File: src/rtl/quad_encoder_counter.sv
// quad_encoder_counter
//
// Decodes the debounced A/B phases of one rotary encoder into up/down
// steps. It keeps a WIDTH-bit value register that feeds the downstream
// PWM/colour channel.
//
// Behaviour in brief:
// - Legal quadrature edges build up in a signed sub-step accumulator.
// - A full detent (EDGES_PER_STEP edges in one direction) counts one step.
// - A counted step moves the value by INCREMENT. The value either wraps
//   modulo 2^WIDTH or clamps at 0 and at 2^WIDTH-1.
// - Both phases changing in one sample is an illegal transition. It is
//   reported on error and discards any partial detent.
//
// Parameters:
//   WIDTH          width of the value register
//   INCREMENT      amount added/subtracted per step (1 .. 2^WIDTH-1)
//   EDGES_PER_STEP quadrature edges per counted step (1, 2 or 4)
//   SATURATE       0 = wrap, 1 = clamp at the limits
//   INIT_VALUE     value loaded on reset
//
// Ports:
//   clk    in   system clock
//   reset  in   synchronous, active-high reset
//   a, b   in   debounced encoder phases, synchronous to clk
//   value  out  current count (registered)
//   step   out  one-cycle pulse per counted step
//   dir    out  direction of the last step, 1 = up (valid while step = 1)
//   error  out  one-cycle pulse on an illegal transition
module quad_encoder_counter #(
    parameter int WIDTH          = 8,
    parameter int INCREMENT      = 1,
    parameter int EDGES_PER_STEP = 4,
    parameter int SATURATE       = 0,
    parameter int INIT_VALUE     = 0
) (
    input  logic             clk,
    input  logic             reset,
    input  logic             a,
    input  logic             b,
    output logic [WIDTH-1:0] value,
    output logic             step,
    output logic             dir,
    output logic             error
);

    // Two spare bits give sign headroom beyond +/-(EDGES_PER_STEP-1).
    localparam int ACC_W = $clog2(EDGES_PER_STEP) + 2;

    localparam logic signed [ACC_W-1:0] ACC_ONE = ACC_W'(1);
    localparam logic signed [ACC_W-1:0] ACC_MAX = ACC_W'(EDGES_PER_STEP - 1);
    localparam logic signed [ACC_W-1:0] ACC_MIN = -ACC_MAX;

    localparam logic [WIDTH:0]   INC_EXT = (WIDTH + 1)'(INCREMENT);
    localparam logic [WIDTH-1:0] INIT_W  = WIDTH'(INIT_VALUE);
    localparam logic [WIDTH-1:0] MAX_W   = '1;

    // The extra carry/borrow bit in the WIDTH+1-bit sum flags a crossing
    // of the upper or lower limit.
    function automatic logic [WIDTH-1:0] step_up(input logic [WIDTH-1:0] v);
        logic [WIDTH:0] sum;
        sum = {1'b0, v} + INC_EXT;
        if ((SATURATE != 0) && sum[WIDTH]) begin
            step_up = MAX_W;
        end else begin
            step_up = sum[WIDTH-1:0];
        end
    endfunction

    function automatic logic [WIDTH-1:0] step_down(input logic [WIDTH-1:0] v);
        logic [WIDTH:0] diff;
        diff = {1'b0, v} - INC_EXT;
        if ((SATURATE != 0) && diff[WIDTH]) begin
            step_down = '0;
        end else begin
            step_down = diff[WIDTH-1:0];
        end
    endfunction

    logic [1:0]              cur;
    logic [1:0]              prev_ab_p1;
    logic signed [ACC_W-1:0] acc_p1;
    logic [WIDTH-1:0]        value_p1;
    logic                    step_p1;
    logic                    dir_p1;
    logic                    error_p1;

    logic                    fwd;
    logic                    rev;
    logic                    illegal;
    logic signed [ACC_W-1:0] acc_nxt;
    logic [WIDTH-1:0]        value_nxt;
    logic                    step_nxt;
    logic                    dir_nxt;
    logic                    error_nxt;

    assign cur = {a, b};

    // Stage 0: classify the {a,b} change against the previous sample.
    // Forward means A leads B. Idle (no change) falls through with all
    // flags clear.
    always_comb begin
        fwd     = 1'b0;
        rev     = 1'b0;
        illegal = 1'b0;
        case ({prev_ab_p1, cur})
            4'b00_10, 4'b10_11, 4'b11_01, 4'b01_00: fwd     = 1'b1;
            4'b10_00, 4'b11_10, 4'b01_11, 4'b00_01: rev     = 1'b1;
            4'b00_11, 4'b11_00, 4'b10_01, 4'b01_10: illegal = 1'b1;
            default: ;
        endcase
    end

    // A reversal mid-detent simply walks the accumulator back toward 0.
    // A step is counted only when an edge arrives with the accumulator
    // already at the full detent in that direction.
    always_comb begin
        acc_nxt   = acc_p1;
        value_nxt = value_p1;
        step_nxt  = 1'b0;
        dir_nxt   = dir_p1;
        error_nxt = 1'b0;
        if (fwd) begin
            if (acc_p1 == ACC_MAX) begin
                acc_nxt   = '0;
                step_nxt  = 1'b1;
                dir_nxt   = 1'b1;
                value_nxt = step_up(value_p1);
            end else begin
                acc_nxt = acc_p1 + ACC_ONE;
            end
        end else if (rev) begin
            if (acc_p1 == ACC_MIN) begin
                acc_nxt   = '0;
                step_nxt  = 1'b1;
                dir_nxt   = 1'b0;
                value_nxt = step_down(value_p1);
            end else begin
                acc_nxt = acc_p1 - ACC_ONE;
            end
        end else if (illegal) begin
            acc_nxt   = '0;
            error_nxt = 1'b1;
        end
    end

    // Stage 1: registered state and outputs.
    // On reset, prev_ab captures the live phase level so that it is never
    // mistaken for a transition once reset is released.
    always_ff @(posedge clk) begin
        if (reset) begin
            prev_ab_p1 <= cur;
            acc_p1     <= '0;
            value_p1   <= INIT_W;
            step_p1    <= 1'b0;
            dir_p1     <= 1'b0;
            error_p1   <= 1'b0;
        end else begin
            prev_ab_p1 <= cur;
            acc_p1     <= acc_nxt;
            value_p1   <= value_nxt;
            step_p1    <= step_nxt;
            dir_p1     <= dir_nxt;
            error_p1   <= error_nxt;
        end
    end

    assign value = value_p1;
    assign step  = step_p1;
    assign dir   = dir_p1;
    assign error = error_p1;

endmodule

File: config.mk
export PLATFORM = sky130hd
export DESIGN_NAME = quad_encoder_counter
export DESIGN_NICKNAME = d
export VERILOG_FILES = /design/src/rtl/quad_encoder_counter.sv
export SDC_FILE = /design/constraint.sdc
export NUM_CORES = 1
export LEC_CHECK = 0
export CAP_MARGIN = 20
export CORE_MARGIN = 4
export CORE_UTILIZATION = 45
export DETAILED_ROUTE_END_ITERATION = 10
export GPL_TIMING_DRIVEN = 1
export PLACE_DENSITY_LB_ADDON = 0.05
export SYNTH_ARGS = -nofsm -noshare
export SYNTH_HDL_FRONTEND = slang
export SYNTH_SLANG_ARGS = --single-unit
File: constraint.sdc
create_clock -name clk -period 3.51 [get_ports clk]
set_clock_uncertainty 0.05 [all_clocks]
set_input_delay 0.351 -clock clk [delete_from_list [all_inputs] [get_ports clk]]
set_output_delay 0.351 -clock clk [all_outputs]
set_load 0.01 [all_outputs]
==> impl_metrics.env, run 1 <==
export IMPL_status="complete, no violations"
export IMPL_netlist_top_cell_by_area="dfxtp_1"
export IMPL_rows=16
export IMPL_fin_crit_sh_pct=71.4
export IMPL_cts_buffers=3
export IMPL_crit_start="b"
export IMPL_rrSetupSlack_ps=1220
export IMPL_max_freq_mhz=399
export IMPL_avgSynthCellArea_sq_um=8.16
export IMPL_detail_route_antenna_nets=0
export IMPL_cts_resized=0
export IMPL_synthTopCellsByArea="dfxtp_1 34%, xnor2_1 7.8%, nor2_1 5.9%, ha_1 4.9%, nand3_1 4.0%"
export IMPL_crit_end="value[6]$_SDFFE_PP0P_"
export IMPL_port_buffers=14
export IMPL_synth_top_family_by_area="simple AND/OR/NAND/NOR gates"
export IMPL_synthToLayoutAreaGrowth_pct=16.7
export IMPL_yosys_most_used_dff="dfxtp_1"
export IMPL_fp_dieW_um=55.4
export IMPL_endpoint_kind="register"
export IMPL_grt_max_degree=18
export IMPL_required_ps=3650
export IMPL_synth_top_area_share_pct=33.6
export IMPL_final_cell_mix="17 x dfxtp_1, 16 x nor2_1, 14 x clkdlybuf4s50_1, 9 x xnor2_1, 9 x nand2_1"
export IMPL_via_count=915
export IMPL_synth_compound_area_share_pct=19.2
export IMPL_finalHoldWorstSlack_ps=408
export IMPL_critical_path_class="input port to register"
export IMPL_die_h_um=55.4
export IMPL_cts_num_sinks=17
export IMPL_hp_class="register to register"
export IMPL_diodes=0
export IMPL_final_common_cell="dfxtp_1"
export IMPL_synthMuxAreaShare_pct=2.22
export IMPL_reg2regPathDepth=7
export IMPL_ys_warn_count=0
export IMPL_gp_congestion=0.882
export IMPL_synth_edf_count=0
export IMPL_slew_violations=0
export IMPL_synthSimpleGateAreaFrac_pct=25.5
export IMPL_async_reset_ff_share_pct=0
export IMPL_yosysSeqAreaShare_pct=33.6
export IMPL_cts_tree="built"
export IMPL_setup_ws_ps=1010
export IMPL_mappedNetlistNets=132
export IMPL_worst_path_max_fanout=8
export IMPL_r2r_end="value[6]$_SDFFE_PP0P_"
export IMPL_arrival_ps=2640
export IMPL_p_per_area_nw_per_um2=340
export IMPL_drtIter0Drc=25
export IMPL_r2r_start="prev_ab_p1[1]$_DFF_P_"
export IMPL_wirelength_mm=2.15
export IMPL_worst_slew_pin_slew_ps=604
export IMPL_finalHoldViolations=0
export IMPL_dp_hpwl_mm=1.62
export IMPL_h_tree_depth=1
export IMPL_grt_pass1_wl_mm=3.77
export IMPL_remaining_drc_errors=0
export IMPL_cts_root_buf="clkbuf_4"
export IMPL_synthCells=124
export IMPL_grt_antenna_before_repair=0
export IMPL_insertion_delay_ps=290
export IMPL_yosys_area_share_adder_pct=4.94
export IMPL_leakage_nw=0.436
export IMPL_cp_start_kind="input port"
export IMPL_start_util_pct=49.6
export IMPL_min_period_ps=2500
export IMPL_slew_headroom_pct=59.6
export IMPL_ys_seq_elements=17
export IMPL_rsz0062_at_grt="false"
export IMPL_coreArea_sq_um=2040
export IMPL_yosys_area_share_xor_xnor_pct=9.52
export IMPL_ctsHoldBuffers=0
export IMPL_syn_area_sq_um=1010
export IMPL_overflow=0
export IMPL_first_pass_iters=4
export IMPL_first_global_vias=841
export IMPL_dp_slack_ps=737
export IMPL_cts_setup_buffers=0
export IMPL_synth_cell_types=38
export IMPL_peakVddDrop_v=0.000219
export IMPL_tns_ps=0
export IMPL_path_clk_slew_ps=100
export IMPL_cts_buffer_depth=2
export IMPL_ios=15
export IMPL_drive_gt1_share_pct=6.52
export IMPL_dieArea_sq_um=3070
export IMPL_vias_per_cell=5.55
export IMPL_setup_viol=0
export IMPL_max_cap_violations=0
export IMPL_fin_nets=147
export IMPL_total_power_w=0.000401
export IMPL_grt_use_total_pct=14.8
export IMPL_wl_per_cell_um=13.1
export IMPL_final_util_pct=57.8
[where the power goes]
group          internal [W]  total (W)  switching [W]  leakage (nW)
logic             0.0000360  0.0000831      0.0000470         0.280
clock network     0.0000424   0.000103      0.0000606        0.0177
registers          0.000202   0.000215      0.0000132         0.139
total              0.000280   0.000401       0.000121         0.436
[registers in the layout, indices dropped and copies added, names as in the netlist]
signal and count:
value 8, error 1, prev_ab_p1 2, step 1, dir 1, acc_p1 4
[final cells by class]
| type | count | area (sq um) |
|---|---|---|
| clock buffer | 3 | 22.5 |
| sequential | 17 | 340 |
| fill | 213 | 861 |
| timing repair buffer | 14 | 140 |
| inverter | 5 | 18.8 |
| multi-input combinational | 98 | 621 |
| tap | 27 | 33.8 |
| clock inverter | 1 | 5.00 |
[layer usage]
metal | up-vias | track usage [%] | share of wire, %
met5 | - | 0 | 0
met2 | 33 | 22.3 | 43
met3 | 2 | 4.90 | 7.2
met4 | 0 | 2.08 | 0.42
li1 | 473 | - | -
met1 | 407 | 20.8 | 49
[cells in the mapped netlist, types with 3 or more instances]
master,instances
inv_1,5
ha_1,4
nor3_1,7
nor2_1,16
nand3_1,8
a22oi_1,3
o21ai_0,6
nand2_1,9
a21oi_1,6
xnor2_1,9
dfxtp_1,17
[per-stage QoR]
stage	area, sq um	std cells
CTS	1180	165
global placement	1150	161
floorplan	1010	124
detailed placement	1150	161
global route	1180	165
finish	1180	165
[how the worst min path moves through the flow]
stage                     cells after the start               endpoint  slack (ps)             start
after detailed placement                      2       dir$_SDFFE_PP0P_         400  dir$_SDFFE_PP0P_
final                                         2       dir$_SDFFE_PP0P_         410  dir$_SDFFE_PP0P_
after CTS                                     2       dir$_SDFFE_PP0P_         410  dir$_SDFFE_PP0P_
after global placement                        2       dir$_SDFFE_PP0P_         390  dir$_SDFFE_PP0P_
after floorplan                               0  prev_ab_p1[0]$_DFF_P_         330                 b
after global routing                          2       dir$_SDFFE_PP0P_         440  dir$_SDFFE_PP0P_
[worst max-delay path, stage by stage]
cell and delay [ps]:
clkdlybuf4s50_1 560, xor2_1 420, nor2_2 190, xnor2_1 170
ha_1 260, nand3b_1 200, a21oi_2 160, mux2_1 330
[cell families (layout without fill, tap and decap cells)]
kind of cell | after synthesis | count (layout)
mux | 2 | 2
compound gates | 28 | 28
flops | 17 | 17
xor+xnor | 11 | 11
simple gates | 53 | 53
buf+inv | 9 | 23
fa+ha+maj | 4 | 4
Note: power is estimated with default switching activity, not from simulation.
==> inputs of run 2 (changes only) <==
==> constraint.sdc (replaced) <==
create_clock -name clk -period 2.2 [get_ports clk]
set_clock_uncertainty 0.05 [all_clocks]
set_input_delay 0.22 -clock clk [delete_from_list [all_inputs] [get_ports clk]]
set_output_delay 0.22 -clock clk [all_outputs]
set_load 0.01 [all_outputs]
==> impl_metrics.env, run 2 (synthesis results as in run 1) <==
export IMPL_status="complete, no violations"
export IMPL_final_cell_count_no_fill=180
export IMPL_first_pass_iters=4
export IMPL_rrSetupSlack_ps=260
export IMPL_wirelength_mm=2.24
export IMPL_via_count=974
export IMPL_total_power_w=0.000669
export IMPL_coreArea_sq_um=2040
export IMPL_drive_gt1_share_pct=15.0
export IMPL_gp_congestion=0.908
export IMPL_synthToLayoutAreaGrowth_pct=27.7
export IMPL_rsz0062_at_grt="false"
export IMPL_finalHoldViolations=0
export IMPL_cp_start_kind="input port"
export IMPL_rows=16
export IMPL_ctsHoldBuffers=0
export IMPL_endpoint_kind="register"
export IMPL_dp_hpwl_mm=1.76
export IMPL_h_tree_depth=1
export IMPL_fillers=192
export IMPL_top_usage_layer="met2"
export IMPL_first_global_vias=959
export IMPL_drtIter0Drc=26
export IMPL_grt_max_degree=12
export IMPL_fp_dieW_um=55.4
export IMPL_path_cells="clkdlybuf4s50_1 -> xnor2_1 -> nor2_2 -> xnor2_1 -> ha_1 -> nand3b_1 -> a21oi_2 -> mux2_1"
export IMPL_required_ps=2330
export IMPL_leakage_nw=0.505
export IMPL_r2r_end="value[6]$_SDFFE_PP0P_"
export IMPL_cts_tree="built"
export IMPL_peakVddDrop_v=0.000396
export IMPL_vias_per_cell=5.41
export IMPL_placedCellCount=176
export IMPL_final_area_sq_um=1290
export IMPL_p_per_area_nw_per_um2=517
export IMPL_wl_per_cell_um=12.4
export IMPL_port_buffers=14
export IMPL_max_stage_delay_ps=470
export IMPL_use_met2_pct=25.3
export IMPL_detail_route_antenna_nets=0
export IMPL_grt_antenna_before_repair=0
export IMPL_setup_ws_ps=240
export IMPL_whs_path_depth=2
export IMPL_overflow=0
export IMPL_slew_violations=0
export IMPL_dieArea_sq_um=3070
export IMPL_crit_path_top_delay_cell="clkdlybuf4s50_1"
export IMPL_path_clk_slew_ps=100
export IMPL_crit_end="value[6]$_SDFFE_PP0P_"
export IMPL_tns_ps=0
export IMPL_arrival_ps=2090
export IMPL_max_freq_mhz=510
export IMPL_cts_num_sinks=17
export IMPL_grt_pass1_wl_mm=4.15
export IMPL_start_util_pct=49.6
export IMPL_gr_usage_met1_pct=21.9
export IMPL_worst_slew_pin_slew_ps=401
export IMPL_placed_area_sq_um=1270
export IMPL_cts_buffers=3
export IMPL_slew_headroom_pct=73.2
export IMPL_die_h_um=55.4
export IMPL_min_period_ps=1960
export IMPL_final_cell_mix="17 x dfxtp_1, 16 x nor2_1, 15 x buf_4, 14 x clkdlybuf4s50_1"
export IMPL_ios=15
export IMPL_reg2regPathDepth=7
export IMPL_crit_top_cell="xnor2_1"
export IMPL_setup_viol=0
export IMPL_worst_path_max_fanout=6
export IMPL_insertion_delay_ps=290
export IMPL_grt_use_total_pct=16.3
export IMPL_diodes=0
export IMPL_critical_path_class="input port to register"
export IMPL_dp_slack_ps=-66.1
export IMPL_remaining_drc_errors=0
export IMPL_cts_setup_buffers=0
export IMPL_cts_root_buf="clkbuf_4"
export IMPL_grtUsageMet3_pct=3.03
export IMPL_max_cap_violations=0
export IMPL_fin_crit_sh_pct=89.1
export IMPL_largest_register_ffs=8
export IMPL_r2r_start="prev_ab_p1[1]$_DFF_P_"
export IMPL_cts_resized=0
export IMPL_fin_nets=162
export IMPL_final_common_cell="dfxtp_1"
export IMPL_hp_class="register to register"
export IMPL_cts_buffer_depth=2
export IMPL_crit_start="a"
[run 2: cell count changes in the layout (fill, tap and decap cells not counted)]
cell and delta:
buf_4 +15, clkbuf_1 +1, clkinv_2 -1
[run 2: layout make-up]
type	instances	area [sq um]	area share, %
multi-input cells	98	621	48.0
flip-flops and latches	17	340	26.3
repair buffers	29	253	19.6
well taps	27	33.8	2.61
clock buffers	4	26.3	2.03
inverters	5	18.8	1.45
[run 2: through the flow]
step	hold slack, ps	utilization [%]
after CTS	416	63.3
after detailed placement	401	62.0
after global placement	394	62.0
after global routing	452	63.3
final	409	63.3
after floorplan	198	-
[run 2: report_power, final]
group	total [W]	leakage [nW]	switching (W)	internal (W)
logic	0.000157	0.351	0.0000791	0.0000780
clock network	0.000170	0.0150	0.0000993	0.0000705
registers	0.000342	0.139	0.0000198	0.000322
[run 2: how the worst min path moves through the flow]
stage	start	to
after floorplan	b	prev_ab_p1[0]$_DFF_P_
after global placement	dir$_SDFFE_PP0P_	dir$_SDFFE_PP0P_
after detailed placement	dir$_SDFFE_PP0P_	dir$_SDFFE_PP0P_
after CTS	dir$_SDFFE_PP0P_	dir$_SDFFE_PP0P_
after global routing	dir$_SDFFE_PP0P_	dir$_SDFFE_PP0P_
final	dir$_SDFFE_PP0P_	dir$_SDFFE_PP0P_
[run 2: worst max-delay path: cells and delay by family]
family | cells | cell delay, ps
mux | 1 | 320
compound gates | 1 | 160
fa+ha+maj | 1 | 250
xor+xnor | 2 | 390
buf+inv | 1 | 470
simple gates | 2 | 280
[run 2: per-layer routing]
layer  up-vias  wire (um)
met4         0         40
li1        503          -
met2        33        977
met1       434       1070
met5         -          0
met3         4        148
